### src/rtl/idu_pkg.sv
// idu_pkg: shared definitions for the integer decode stage.
//   - 5-bit major opcode values (instr[6:2]), including the RV64 word-op groups
//   - instruction-format and memory-size enums
//   - decoded_t: the bundle carried from decode through the skid buffer.
//     Its pc/imm members are sized for the widest XLEN (64). The narrower
//     build uses only the low bits.
//   - load_bad/store_bad: illegal funct3 checks for loads and stores
package idu_pkg;

  localparam int XLEN_MAX = 64;

  localparam logic [4:0] OP_LOAD   = 5'b00000;
  localparam logic [4:0] OP_FENCE  = 5'b00011;
  localparam logic [4:0] OP_IMM    = 5'b00100;
  localparam logic [4:0] OP_AUIPC  = 5'b00101;
  localparam logic [4:0] OP_IMM_32 = 5'b00110;
  localparam logic [4:0] OP_STORE  = 5'b01000;
  localparam logic [4:0] OP_OP     = 5'b01100;
  localparam logic [4:0] OP_LUI    = 5'b01101;
  localparam logic [4:0] OP_32     = 5'b01110;
  localparam logic [4:0] OP_BRANCH = 5'b11000;
  localparam logic [4:0] OP_JALR   = 5'b11001;
  localparam logic [4:0] OP_JAL    = 5'b11011;
  localparam logic [4:0] OP_SYSTEM = 5'b11100;

  typedef enum logic [2:0] {
    FMT_NONE, FMT_R, FMT_I, FMT_S, FMT_B, FMT_U, FMT_J
  } fmt_e;

  typedef enum logic [1:0] {
    MM_BYTE  = 2'b00,
    MM_HALF  = 2'b01,
    MM_WORD  = 2'b10,
    MM_DWORD = 2'b11
  } mm_size_e;

  typedef struct packed {
    logic [XLEN_MAX-1:0] pc;
    logic [XLEN_MAX-1:0] imm;
    logic [4:0]          rd;
    logic [4:0]          rs1;
    logic [4:0]          rs2;
    logic                rd_we;
    logic [2:0]          alu_funct3;
    logic [2:0]          funct3;
    logic [6:0]          funct7;
    logic                op1_pc;
    logic                op2_imm;
    logic                jump;
    logic                branch;
    logic                mm_we;
    logic                mm_re;
    mm_size_e            mm_size;
    logic                mm_unsigned;
    logic                word_op;
    logic                illegal;
    logic                muldiv;
  } decoded_t;

  // Doubleword and unsigned-word loads exist only on RV64; 111 never exists.
  function automatic logic load_bad(input logic [2:0] f3, input logic is64);
    return (f3 == 3'b111) || (!is64 && ((f3 == 3'b011) || (f3 == 3'b110)));
  endfunction

  function automatic logic store_bad(input logic [2:0] f3, input logic is64);
    return f3[2] || (!is64 && (f3 == 3'b011));
  endfunction

endpackage

### src/rtl/idu_decode_comb.sv
// idu_decode_comb: purely combinational instruction -> decoded_t.
// Ports:
//   instr  in  32         raw instruction
//   dec    out decoded_t  decoded bundle (pc member left at 0, filled by the caller)
// Parameter XLEN (32/64) selects RV32 or RV64 legality, shamt width and
// funct7 masking. Macro IDU_PIPE_M_EXT_EN makes funct7=0000001 on OP/OP-32 a
// legal mul/div op; without it that encoding is illegal.
module idu_decode_comb
  import idu_pkg::*;
#(
  parameter int XLEN = 32
) (
  input  logic [31:0] instr,
  output decoded_t    dec
);

  localparam logic IS64 = (XLEN == 64);

  logic [4:0]         opc;
  logic [2:0]         f3;
  logic [6:0]         f7;
  logic               is_word;
  logic               is_shift;
  logic               ill;
  fmt_e               fmt;
  logic signed [63:0] imm_i, imm_s, imm_b, imm_u, imm_j;

  always_comb begin
    opc      = instr[6:2];
    f3       = instr[14:12];
    f7       = instr[31:25];
    is_word  = (opc == OP_IMM_32) || (opc == OP_32);
    is_shift = (f3 == 3'b001) || (f3 == 3'b101);

    imm_i = {{52{instr[31]}}, instr[31:20]};
    imm_s = {{52{instr[31]}}, instr[31:25], instr[11:7]};
    imm_b = {{51{instr[31]}}, instr[31], instr[7], instr[30:25], instr[11:8], 1'b0};
    imm_u = {{32{instr[31]}}, instr[31:12], 12'h000};
    imm_j = {{43{instr[31]}}, instr[31], instr[19:12], instr[20], instr[30:21], 1'b0};

    dec        = '0;
    dec.funct3 = f3;
    fmt        = FMT_NONE;
    ill        = 1'b0;

    case (opc)
      OP_LUI: begin
        fmt = FMT_U; dec.rd_we = 1'b1; dec.op2_imm = 1'b1;
      end
      OP_AUIPC: begin
        fmt = FMT_U; dec.rd_we = 1'b1; dec.op1_pc = 1'b1; dec.op2_imm = 1'b1;
      end
      OP_JAL: begin
        fmt = FMT_J; dec.rd_we = 1'b1; dec.jump = 1'b1;
        dec.op1_pc = 1'b1; dec.op2_imm = 1'b1;
      end
      OP_JALR: begin
        fmt = FMT_I; dec.rd_we = 1'b1; dec.jump = 1'b1; dec.op2_imm = 1'b1;
      end
      OP_BRANCH: begin
        fmt = FMT_B; dec.branch = 1'b1;
      end
      OP_LOAD: begin
        fmt = FMT_I; dec.rd_we = 1'b1; dec.mm_re = 1'b1; dec.op2_imm = 1'b1;
        dec.mm_size     = mm_size_e'(f3[1:0]);
        dec.mm_unsigned = f3[2];
        ill = load_bad(f3, IS64);
      end
      OP_STORE: begin
        fmt = FMT_S; dec.mm_we = 1'b1; dec.op2_imm = 1'b1;
        dec.mm_size = mm_size_e'(f3[1:0]);
        ill = store_bad(f3, IS64);
      end
      OP_IMM, OP_IMM_32: begin
        fmt = FMT_I; dec.rd_we = 1'b1; dec.op2_imm = 1'b1;
        dec.alu_funct3 = f3; dec.word_op = is_word;
        ill = is_word && !IS64;
      end
      OP_OP, OP_32: begin
        fmt = FMT_R; dec.rd_we = 1'b1;
        dec.alu_funct3 = f3; dec.funct7 = f7; dec.word_op = is_word;
        ill = is_word && !IS64;
        if (f7 == 7'b0000001) begin
`ifdef IDU_PIPE_M_EXT_EN
          dec.muldiv = 1'b1;
`else
          ill = 1'b1;
`endif
        end
      end
      OP_FENCE, OP_SYSTEM: ;
      default: ill = 1'b1;
    endcase

    if (instr[1:0] != 2'b11) ill = 1'b1;

    // Only the fields a format actually uses are driven, so hazard logic
    // never sees phantom register dependencies.
    case (fmt)
      FMT_R: begin dec.rd = instr[11:7]; dec.rs1 = instr[19:15]; dec.rs2 = instr[24:20]; end
      FMT_I: begin dec.rd = instr[11:7]; dec.rs1 = instr[19:15]; dec.imm = imm_i; end
      FMT_S: begin dec.rs1 = instr[19:15]; dec.rs2 = instr[24:20]; dec.imm = imm_s; end
      FMT_B: begin dec.rs1 = instr[19:15]; dec.rs2 = instr[24:20]; dec.imm = imm_b; end
      FMT_U: begin dec.rd = instr[11:7]; dec.imm = imm_u; end
      FMT_J: begin dec.rd = instr[11:7]; dec.imm = imm_j; end
      default: ;
    endcase

    // Immediate shifts: shamt is 6 bits only for full-width RV64 shifts;
    // on RV64 funct7[0] is shamt[5], so it is cleared from funct7.
    if (((opc == OP_IMM) || (opc == OP_IMM_32)) && is_shift) begin
      dec.funct7 = {f7[6:1], IS64 ? 1'b0 : f7[0]};
      dec.imm    = (IS64 && !is_word) ? {58'd0, instr[25:20]} : {59'd0, instr[24:20]};
    end

    if (ill) begin
      dec.rd_we  = 1'b0;
      dec.mm_we  = 1'b0;
      dec.mm_re  = 1'b0;
      dec.jump   = 1'b0;
      dec.branch = 1'b0;
      dec.rd     = '0;
      dec.rs1    = '0;
      dec.rs2    = '0;
    end
    dec.illegal = ill;
  end

endmodule

### src/rtl/idu_pipe.sv
// idu_pipe: registered integer decode stage with an output skid buffer.
// Accepts {instr_in, pc_in} on in_valid/in_ready, decodes combinationally and
// stores the bundle in a SKID_DEPTH-entry FIFO presented oldest-first on
// out_valid/out_ready. Latency is one cycle. in_ready is a flop, so there is no
// combinational path from out_ready to in_ready. flush discards every held
// entry and drops the input offered on the same edge.
// Ports: clk, rst (sync, active-high), flush, in_valid/in_ready, instr_in,
// pc_in, out_valid/out_ready, and the decoded bundle fields (pc_out, imm, rd,
// rs1, rs2, rd_we, alu_funct3, funct3, funct7, op1_pc, op2_imm, jump, branch,
// mm_we, mm_re, mm_size, mm_unsigned, word_op, illegal).
// The muldiv output exists only when IDU_PIPE_M_EXT_EN is defined.
// Bundle outputs read as 0 whenever out_valid is low, including after reset.
module idu_pipe
  import idu_pkg::*;
#(
  parameter int XLEN       = 32,
  parameter int SKID_DEPTH = 2
) (
  input  logic            clk,
  input  logic            rst,
  input  logic            flush,
  input  logic            in_valid,
  output logic            in_ready,
  input  logic [31:0]     instr_in,
  input  logic [XLEN-1:0] pc_in,
  output logic            out_valid,
  input  logic            out_ready,
  output logic [XLEN-1:0] pc_out,
  output logic [XLEN-1:0] imm,
  output logic [4:0]      rd,
  output logic [4:0]      rs1,
  output logic [4:0]      rs2,
  output logic            rd_we,
  output logic [2:0]      alu_funct3,
  output logic [2:0]      funct3,
  output logic [6:0]      funct7,
  output logic            op1_pc,
  output logic            op2_imm,
  output logic            jump,
  output logic            branch,
  output logic            mm_we,
  output logic            mm_re,
  output logic [1:0]      mm_size,
  output logic            mm_unsigned,
  output logic            word_op,
`ifdef IDU_PIPE_M_EXT_EN
  output logic            muldiv,
`endif
  output logic            illegal
);

  localparam int PW = (SKID_DEPTH > 1) ? $clog2(SKID_DEPTH) : 1;
  localparam int CW = $clog2(SKID_DEPTH + 1);

  function automatic logic [PW-1:0] ptr_inc(input logic [PW-1:0] p);
    return (p == PW'(SKID_DEPTH - 1)) ? '0 : p + PW'(1);
  endfunction

  decoded_t      dec_raw;
  decoded_t      dec_p0;
  decoded_t      ent_p1 [SKID_DEPTH];
  decoded_t      head;
  logic [PW-1:0] wr_ptr, rd_ptr;
  logic [CW-1:0] count, count_nxt;
  logic          push, pop;
  logic          vld_p1;
  logic          unused_hi;

  // ---- p0: combinational decode
  idu_decode_comb #(.XLEN(XLEN)) u_decode (
    .instr (instr_in),
    .dec   (dec_raw)
  );

  always_comb begin
    dec_p0    = dec_raw;
    dec_p0.pc = XLEN_MAX'(pc_in);
  end

  // ---- p1: skid buffer (flush outranks both handshakes)
  assign push      = in_valid && in_ready && !flush;
  assign pop       = vld_p1 && out_ready && !flush;
  assign count_nxt = count + CW'(push) - CW'(pop);
  assign vld_p1    = (count != '0);

  always_ff @(posedge clk) begin
    if (rst || flush) begin
      count    <= '0;
      wr_ptr   <= '0;
      rd_ptr   <= '0;
      in_ready <= 1'b1;
    end else begin
      count    <= count_nxt;
      in_ready <= (count_nxt != CW'(SKID_DEPTH));
      if (push) wr_ptr <= ptr_inc(wr_ptr);
      if (pop)  rd_ptr <= ptr_inc(rd_ptr);
    end
  end

  always_ff @(posedge clk) begin
    if (push) ent_p1[wr_ptr] <= dec_p0;
  end

  always_comb begin
    head = vld_p1 ? ent_p1[rd_ptr] : '0;
  end

  assign out_valid   = vld_p1;
  assign pc_out      = head.pc[XLEN-1:0];
  assign imm         = head.imm[XLEN-1:0];
  assign rd          = head.rd;
  assign rs1         = head.rs1;
  assign rs2         = head.rs2;
  assign rd_we       = head.rd_we;
  assign alu_funct3  = head.alu_funct3;
  assign funct3      = head.funct3;
  assign funct7      = head.funct7;
  assign op1_pc      = head.op1_pc;
  assign op2_imm     = head.op2_imm;
  assign jump        = head.jump;
  assign branch      = head.branch;
  assign mm_we       = head.mm_we;
  assign mm_re       = head.mm_re;
  assign mm_size     = head.mm_size;
  assign mm_unsigned = head.mm_unsigned;
  assign word_op     = head.word_op;
  assign illegal     = head.illegal;

`ifdef IDU_PIPE_M_EXT_EN
  assign muldiv    = head.muldiv;
  assign unused_hi = ^{head.pc, head.imm};
`else
  assign unused_hi = ^{head.pc, head.imm, head.muldiv};
`endif

endmodule

### config.mk
export PLATFORM = sky130hd
export DESIGN_NAME = idu_pipe
export DESIGN_NICKNAME = d
export VERILOG_FILES = /design/src/rtl/idu_pkg.sv /design/src/rtl/idu_decode_comb.sv /design/src/rtl/idu_pipe.sv
export SDC_FILE = /design/constraint.sdc
export NUM_CORES = 1
export LEC_CHECK = 0
export ABC_CLOCK_PERIOD_IN_PS = 5300
export CAP_MARGIN = 5
export CORE_ASPECT_RATIO = 1.75
export CORE_MARGIN = 3
export CORE_UTILIZATION = 40
export DETAILED_ROUTE_END_ITERATION = 8
export PLACE_DENSITY = 0.74
export SYNTH_ARGS = -nofsm -noshare
export SYNTH_HDL_FRONTEND = slang
export SYNTH_SLANG_ARGS = --single-unit
### constraint.sdc
create_clock -name clk -period 5.3 [get_ports clk]
set_input_delay 0.53 -clock clk [delete_from_list [all_inputs] [get_ports clk]]
set_output_delay 0.53 -clock clk [all_outputs]
set_load 0.02 [all_outputs]
==> results of run 1 <==
## path summary, 6_finish.rpt
kind         startpoint        to  slack (ns)  depth (start not counted)
max           flip-flop   imm[31]        1.90                          4
min              rd_ptr    rd_ptr        0.57                          2
max reg2reg    count[1]  in_ready        2.89                         11
min reg2reg      rd_ptr    rd_ptr        0.57                          2
## routing by layer
metal  global-route usage (%)  wire length (microns)
met5                        0                      0
met4                     6.38                    744
met3                     2.47                   1030
met2                     31.2                  11900
met1                     19.1                   8080
## sequential cells by signal, summed over array words and instances (netlist names), named ones only
register / count
ent_p1: 208
count: 2
in_ready: 1
rd_ptr: 1
wr_ptr: 1
## Yosys cell counts (2+ instances only)
master / instances
a211oi_1: 8
a21o_1: 2
a21oi_1: 14
a22o_1: 4
and2_1: 16
and3_1: 6
buf_1: 7
buf_2: 18
buf_4: 8
clkbuf_1: 12
dfxtp_1: 6
edfxtp_1: 208
ha_1: 2
inv_1: 6
mux2i_1: 104
nand2_1: 16
nand2b_1: 5
nand3_1: 3
nand3b_1: 2
nor2_1: 114
nor2b_1: 3
nor3_1: 17
nor3_2: 10
nor3b_1: 2
nor4_1: 7
nor4b_1: 7
o2111ai_1: 5
o211ai_1: 4
o21a_1: 2
o21ai_0: 6
o22ai_1: 2
xor2_1: 2
## report_power, final
group	total, mW	internal [mW]	switching [mW]
Sequential	1.90	1.89	0.0110
Combinational	0.303	0.126	0.177
Clock	1.46	0.878	0.580
## cell type report
cell class	count	area, sq um	area share (%)
Sequential cell	214	6370	52.9
Multi-Input combinational cell	394	2760	22.9
Timing Repair Buffer	183	1850	15.3
Clock buffer	30	559	4.65
Tap cell	300	375	3.12
Clock inverter	6	108	0.894
Inverter	6	22.5	0.187
## per-stage QoR
stage | setup slack (ns) | setup TNS (ns) | instance area (sq um)
2_1_floorplan | -0.379 | -78.89 | 9350
6_report | 1.90 | 0 | 12000
3_5_place_dp | 1.88 | 0 | 11400
5_1_grt | 1.78 | 0 | 12000
4_1_cts | 1.88 | 0 | 12000
3_3_place_gp | 2.03 | 0 | 11400
## cells by family (layout without fill, tap and decap cells)
group           after synthesis  after routing  share of synthesized area, %
buf+inv                      53            225                          2.78
simple gates                223            223                          12.4
compound gates               61             61                          4.86
mux                         105            105                          11.3
fa+ha+maj                     2              2                         0.268
flops                       214            214                          68.1
xor+xnor                      3              3                         0.281
## critical path, delay by kind of cell (launching register included)
kind                   cells  cell delay (ns)
flip-flops                 1             0.85
buffers and inverters      2             1.05
AND/OR/NAND/NOR            1             0.07
multiplexers               1             0.38
## cell usage in the layout, fill, tap and decap left out, drive strengths merged, types with 4 or more instances in the layout
cell | Yosys | routed
nor2 | 115 | 115
inv | 6 | 6
nor3 | 27 | 27
buf | 34 | 9
dfxtp | 6 | 6
a21oi | 14 | 14
and2 | 16 | 16
and3 | 6 | 6
nor4b | 8 | 8
nand2 | 16 | 16
nand2b | 5 | 5
o2111ai | 6 | 6
clkdlybuf4s50 | 0 | 174
nor4 | 8 | 8
o21ai | 7 | 7
clkbuf | 13 | 30
a211oi | 8 | 8
edfxtp | 208 | 208
o211ai | 4 | 4
a22o | 4 | 4
mux2i | 104 | 104
==> results.txt, run 1 <==
The flow ran to the end, and the final reports show no timing, DRC or antenna violations. The diode insertion count for antenna repair came out at 0. The category of the worst setup path capture point is an output port. The worst max-slew margin expressed relative to the limit came out at 32.3%.

The clock passes through at most 3 buffers. The maximum cell stage delay along the critical path is 0.85 ns. The sequential cell area fraction in the yosys report came out at 68.1%. The number of cells produced by synthesis came out at 661. Cells with a size suffix above 1 make up 7.56% of the layout. The worst setup path is of the flip-flop to output port kind.

The setup fix buffers added after clock tree synthesis came out at 0. Setup repair after global routing left no endpoint under its margin. For this block, the initial DRC count from the detailed router was 389. The synthesis warning total is 0. The overall die height came out at 208 microns. The clock tree root driver cell is clkbuf_16. For the worst setup path, the data required time is 4.77 ns. On the critical path, the stage with the largest delay is an instance of dfxtp_4. The die covers 0.0253 sq mm. Fill cells in the final layout number 1911. The clock latency reported for the late side of the worst-skew pair is 0.50 ns. The synthesized net count is 732.

The starting density of the core is 40.9%. For this design the ratio of total power to cell area is 304 mW/mm^2. For this design, the sink count on the clock tree is 214.

In the routed design, unresolved DRC markers number 0. The global-route total usage across every layer is 16.8%. The clock transition at the registers of the reported paths came out at 0.06 ns. The site row count is 73. The measured slew at the worst slew-check pin is 1.02 ns. The post-synthesis area per instance is 14.1 sq um. The worst hold slack is 0.574 ns.

The area share of the leading cell type in the synthesized netlist came out at 66.8%. The routed design has 21700 microns of wire. The boundary pin count is 175. The cell leakage power is 3.66 nW.

The initial antenna violation count was 0. In this run, placement finished with an instance count of 1097. The completed layout was analyzed and its total power is 3.67 mW. The count of TritonRoute iterations in the first routing pass came out at 4. The via count of the first global-routing pass is 6064.

The startpoint type of the worst setup path is a flip-flop. In the post-synthesis netlist, the biggest area contributors are edfxtp_1 (67%), mux2i_1 (11%), nor2_1 (4.6%). The routed wire length per instance came out at 19.2 microns. The HPWL after detailed placement is 14800 microns.

The count of flip-flops with a built-in enable after synthesis came out at 208. The area growth from synthesis to layout came out at 28.8%. The reported max-cap violation count is 0.

CTS built an H-tree with a depth of 1. The finished layout holds 1133 standard cells, fillers aside. The worst path needs 3.40 ns of the cycle, external delays included.

The worst clock skew is 0.0120 ns. The period utilization is 64.1%. The largest total area in the synthesized netlist belongs to edfxtp_1. The number of hold-slack violations in the final timing report is 0. Counting the buffers created by CTS gives 20.

Counting flops and latches in the post-synthesis netlist gives 214. The final layout net count came out at 890. The min-delay analysis places its worst path in the category flip-flop to flip-flop. Traced cell by cell, the critical path runs through buf_4, mux2i_1, nor2_1, clkdlybuf4s50_1. The setup-violating endpoint count in the final report came out at 0.

The die outline width is 122 microns. TritonCTS built the clock tree. The post-route antenna net violation count is 0. Post-CTS repair changed the size of 0 cells.

Hold repair after CTS inserted 0 buffers. VDD sags by at most 284 uV. The vias after detailed routing is 5882. The max-slew violation count is 0. The count of cell types in the netlist is 65. The remaining global-route overflow came out at 0. The area of the core is 0.0228 sq mm. The post-synth design cell area came out at 0.00935 sq mm. The count of buffers inserted at the top-level ports is 174.

The largest fanout on the critical path is 43. The arrival time at the worst endpoint is 2.87 ns. The post-detailed-route via-to-cell ratio came out at 5.19. For this run, the leading register cell type out of synthesis is edfxtp_1. Static timing analysis puts the maximum clock frequency at 0.294 GHz. The pin count of the biggest net entering global routing is 82.

The last weighted congestion value of the routability-driven placer is 0.831. The first-pass GRT wire length is 33400 microns. The final design utilization is 52.7%. The async set or reset register ratio after synthesis is 0%.
Note: power is estimated with default switching activity, not from simulation.
==> inputs of run 2 (changes only) <==
--- a/config.mk
+++ b/config.mk
@@ -5,13 +5,13 @@
 export SDC_FILE = /design/constraint.sdc
 export NUM_CORES = 1
 export LEC_CHECK = 0
-export ABC_CLOCK_PERIOD_IN_PS = 5300
+export ABC_CLOCK_PERIOD_IN_PS = 3400
 export CAP_MARGIN = 5
 export CORE_ASPECT_RATIO = 1.75
 export CORE_MARGIN = 3
 export CORE_UTILIZATION = 40
 export DETAILED_ROUTE_END_ITERATION = 8
-export PLACE_DENSITY = 0.74
+export PLACE_DENSITY = 0.72
 export SYNTH_ARGS = -nofsm -noshare
 export SYNTH_HDL_FRONTEND = slang
 export SYNTH_SLANG_ARGS = --single-unit
==> constraint.sdc (replaced) <==
create_clock -name clk -period 3.4 [get_ports clk]
set_input_delay 0.34 -clock clk [delete_from_list [all_inputs] [get_ports clk]]
set_output_delay 0.34 -clock clk [all_outputs]
set_load 0.02 [all_outputs]
==> run 2 against run 1 <==
Critical path type unchanged. Sequential power rose by 56%. Routed wire length rose by 1.0%. Worst setup slack got worse by 1.4 ns. Die area did not move. Clock power rose by 55%. Hold slack got worse by 0.16 ns.
==> results.txt, run 2 (same netlist as run 1, synthesis figures left out) <==
The hold path depth came out at 1. The area of the die came out at 0.0253 sq mm. The period utilization is 84.4%.

The internal power came out at 4.47 mW. Clock-pin slew was measured on the worst setup and hold paths at 0.06 ns. The overall die height is 208 microns. The routed design has 21900 microns of wire. The root buffer cell chosen for the clock tree is clkbuf_16. The number of hold-slack violations in the final timing report is 0. The number of buffers created by CTS is 21. The tightest min-delay check is of the input port to flip-flop type. The final critical delay including setup and external delays came out at 2.87 ns. The post-route antenna net violation count is 0. The peak ir drop on the vdd network came out at 432 uV. The clock latency reported for the late side of the worst-skew pair came out at 0.50 ns. The boundary pin count is 175. For the worst setup path, the data required time is 3.06 ns.

The area growth from synthesis to layout came out at 31.0%. Summed over all nets, the switching power comes to 1.27 mW. The number of violations reported at the end of detailed-routing iteration 0 came out at 333. The placement-stage worst setup slack is 0.383 ns. For this run, the slowest stage of the critical path takes 0.64 ns.

The worst reg-to-reg path cell count came out at 11. Global routing used 18.4% of the available met1 tracks. Before antenna repair, the detailed router went through 4 iterations.

Among all stages on the critical path, the largest delay is contributed by dfxtp_4. The total clock sinks is 214. The count of buffers inserted at the top-level ports is 174. The clock group share of total power came out at 39.7%. The routed wire length per instance is 19.1 microns. The setup fix buffers added after clock tree synthesis is 0. For this run the aggregate overflow at the end of global routing stands at 0. The library cells used most frequently in the layout, excluding fill and tap cells, are edfxtp_1 (208), clkdlybuf4s50_1 (174), nor2_1 (111), mux2i_1 (104), clkbuf_16 (21). The critical hold path startpoint is pc_in[31]. The setup slack after layout is 0.530 ns. The final layout net count came out at 907.

The design draws 5.74 mW. Counting tap cells, the placed design contains a total of 1113 instances. The kind of critical path is flip-flop to output port. The post-detailed-route via-to-cell ratio is 5.17. Setup repair after global routing left no endpoint under its margin. The setup-violating endpoint count in the final report came out at 0.

The number of antenna diodes in the final layout is 0. The count of cells resized by post-cts repair came out at 0. The share of power burned in combinational logic came out at 8.7%.

The die outline width is 122 microns. Across all layers, the routed design uses 5952 vias. Global routing used 2.56% of the available met3 tracks. The worst clock skew is 0.0179 ns. The met2 usage in global routing is 32.1%. Summed over all cells, the static leakage comes to 3.77 nW. Leaving out filler cells and counting taps, the final layout contains 1151.

In this run the most used layer during global routing was met2. The worst reg-to-reg setup slack came out at 1.00 ns. The endpoint of the most critical register-to-register path is in_ready. The HPWL after detailed placement came out at 15600 microns. Sequential cells burn 51.7% of the power. The number of levels in the clock H-tree came out at 1. Along the worst path, the maximum fanout reaches 25.

STA classifies the critical path endpoint as an output port. The top register by number of flip-flops is ent_p1. Leaving out fill and tap cells, the most frequent cell in the layout is edfxtp_1. After routing, the total negative slack on setup checks comes to 0 ns. The worst hold slack came out at 0.415 ns. The first-pass GRT wire length is 33200 microns. The measured slew at the worst slew-check pin is 1.02 ns. The number of flip-flops under the largest register name came out at 208. The initial antenna violation count came out at 0. The startpoint type of the worst setup path is a flip-flop. In this run the critical register-to-register path is launched from count[1].

The run finished with clean final reports. The congestion estimate from routability-driven global placement came to 0.854. The worst-case clock buffer depth came out at 3. The power density over cell area is 469 mW/mm^2. The max-slew violation count came out at 0. The area of the core is 0.0228 sq mm. The global-route total usage across every layer came out at 16.8%. The signal on the critical path passes through buf_4, mux2i_1, nor2_1, clkdlybuf4s50_1.

TritonCTS built the clock tree. The worst hold path terminates at ent_p1[0][135]. The pin count of the biggest net entering global routing came out at 64. The ratio of cells with drive above 1 in the final layout came out at 9.99%.

The site row count is 73. The via count of the first global-routing pass came out at 6013. STA puts the critical path data arrival time at 2.53 ns. Of the total power, the share spent switching nets is 22.1%.

The starting density of the core came out at 40.9%. Measured against its own limit, the worst slew margin works out to 31.5%. The cts-stage hold buffer count is 0. Across the run, the number of max-cap violations was 0. The largest registers in the layout are ent_p1 (208), count (2). The upper clock frequency limit came out at 0.348 GHz. The post-route DRC violation count came out at 0.
## run 2: changes by cell type in the layout (fill, tap and decap cells not counted), sizes merged
cell      previous run  this run
buf                  9        25
clkbuf              30        24
clkinvlp             0         1
inv                  6         8
clkinv               3         9
bufinv               3         2
## run 2: worst max path at each step
stage,slack (ns),to,cells past startpoint,start
2_1_floorplan,-0.41,ent_p1[1][0],2,in_ready
3_3_place_gp,0.48,ent_p1[0][0],4,instr_in[3]
3_5_place_dp,0.38,ent_p1[1][39],4,instr_in[3]
4_1_cts,0.46,pc_out[25],4,flip-flop
5_1_grt,0.40,pc_out[25],4,flip-flop
6_report,0.53,rd[0],4,flip-flop
## run 2: power by group through the flow
stage	clock, mW	sequential [mW]	combinational [mW]
floorplan	0	3.02	0.250
global placement	0	3.02	0.493
detailed placement	0	3.02	0.499
CTS	2.32	2.97	0.501
global route	2.44	2.97	0.532
finish	2.27	2.96	0.497
## run 2: cell type report
cell class | count | area, sq um
fillers | 1877 | 10600
flip-flops and latches | 214 | 6370
multi-input cells | 394 | 2760
repair buffers | 199 | 2030
clock buffers | 24 | 537
well taps | 300 | 375
clock inverters | 14 | 151
inverters | 6 | 22.5
## run 2: through the flow
stage,area (sq um),util (%)
floorplan,9350,-
detailed placement,11600,50.6
global route,12200,53.6
global placement,11600,50.6
CTS,12200,53.6
finish,12200,53.6
## run 2: per-layer routing
metal / vias up / routed length (microns)
li1: 2830 / -
met1: 2896 / 7820
met2: 189 / 12300
met3: 37 / 1130
met4: 0 / 685
met5: - / 0
## run 2: critical path, delay by kind of cell, from the launching register on
| family | cells | cell delay [ns] |
|---|---|---|
| AND/OR/NAND/NOR | 1 | 0.07 |
| multiplexers | 1 | 0.37 |
| buffers and inverters | 2 | 0.94 |
| flip-flops | 1 | 0.64 |
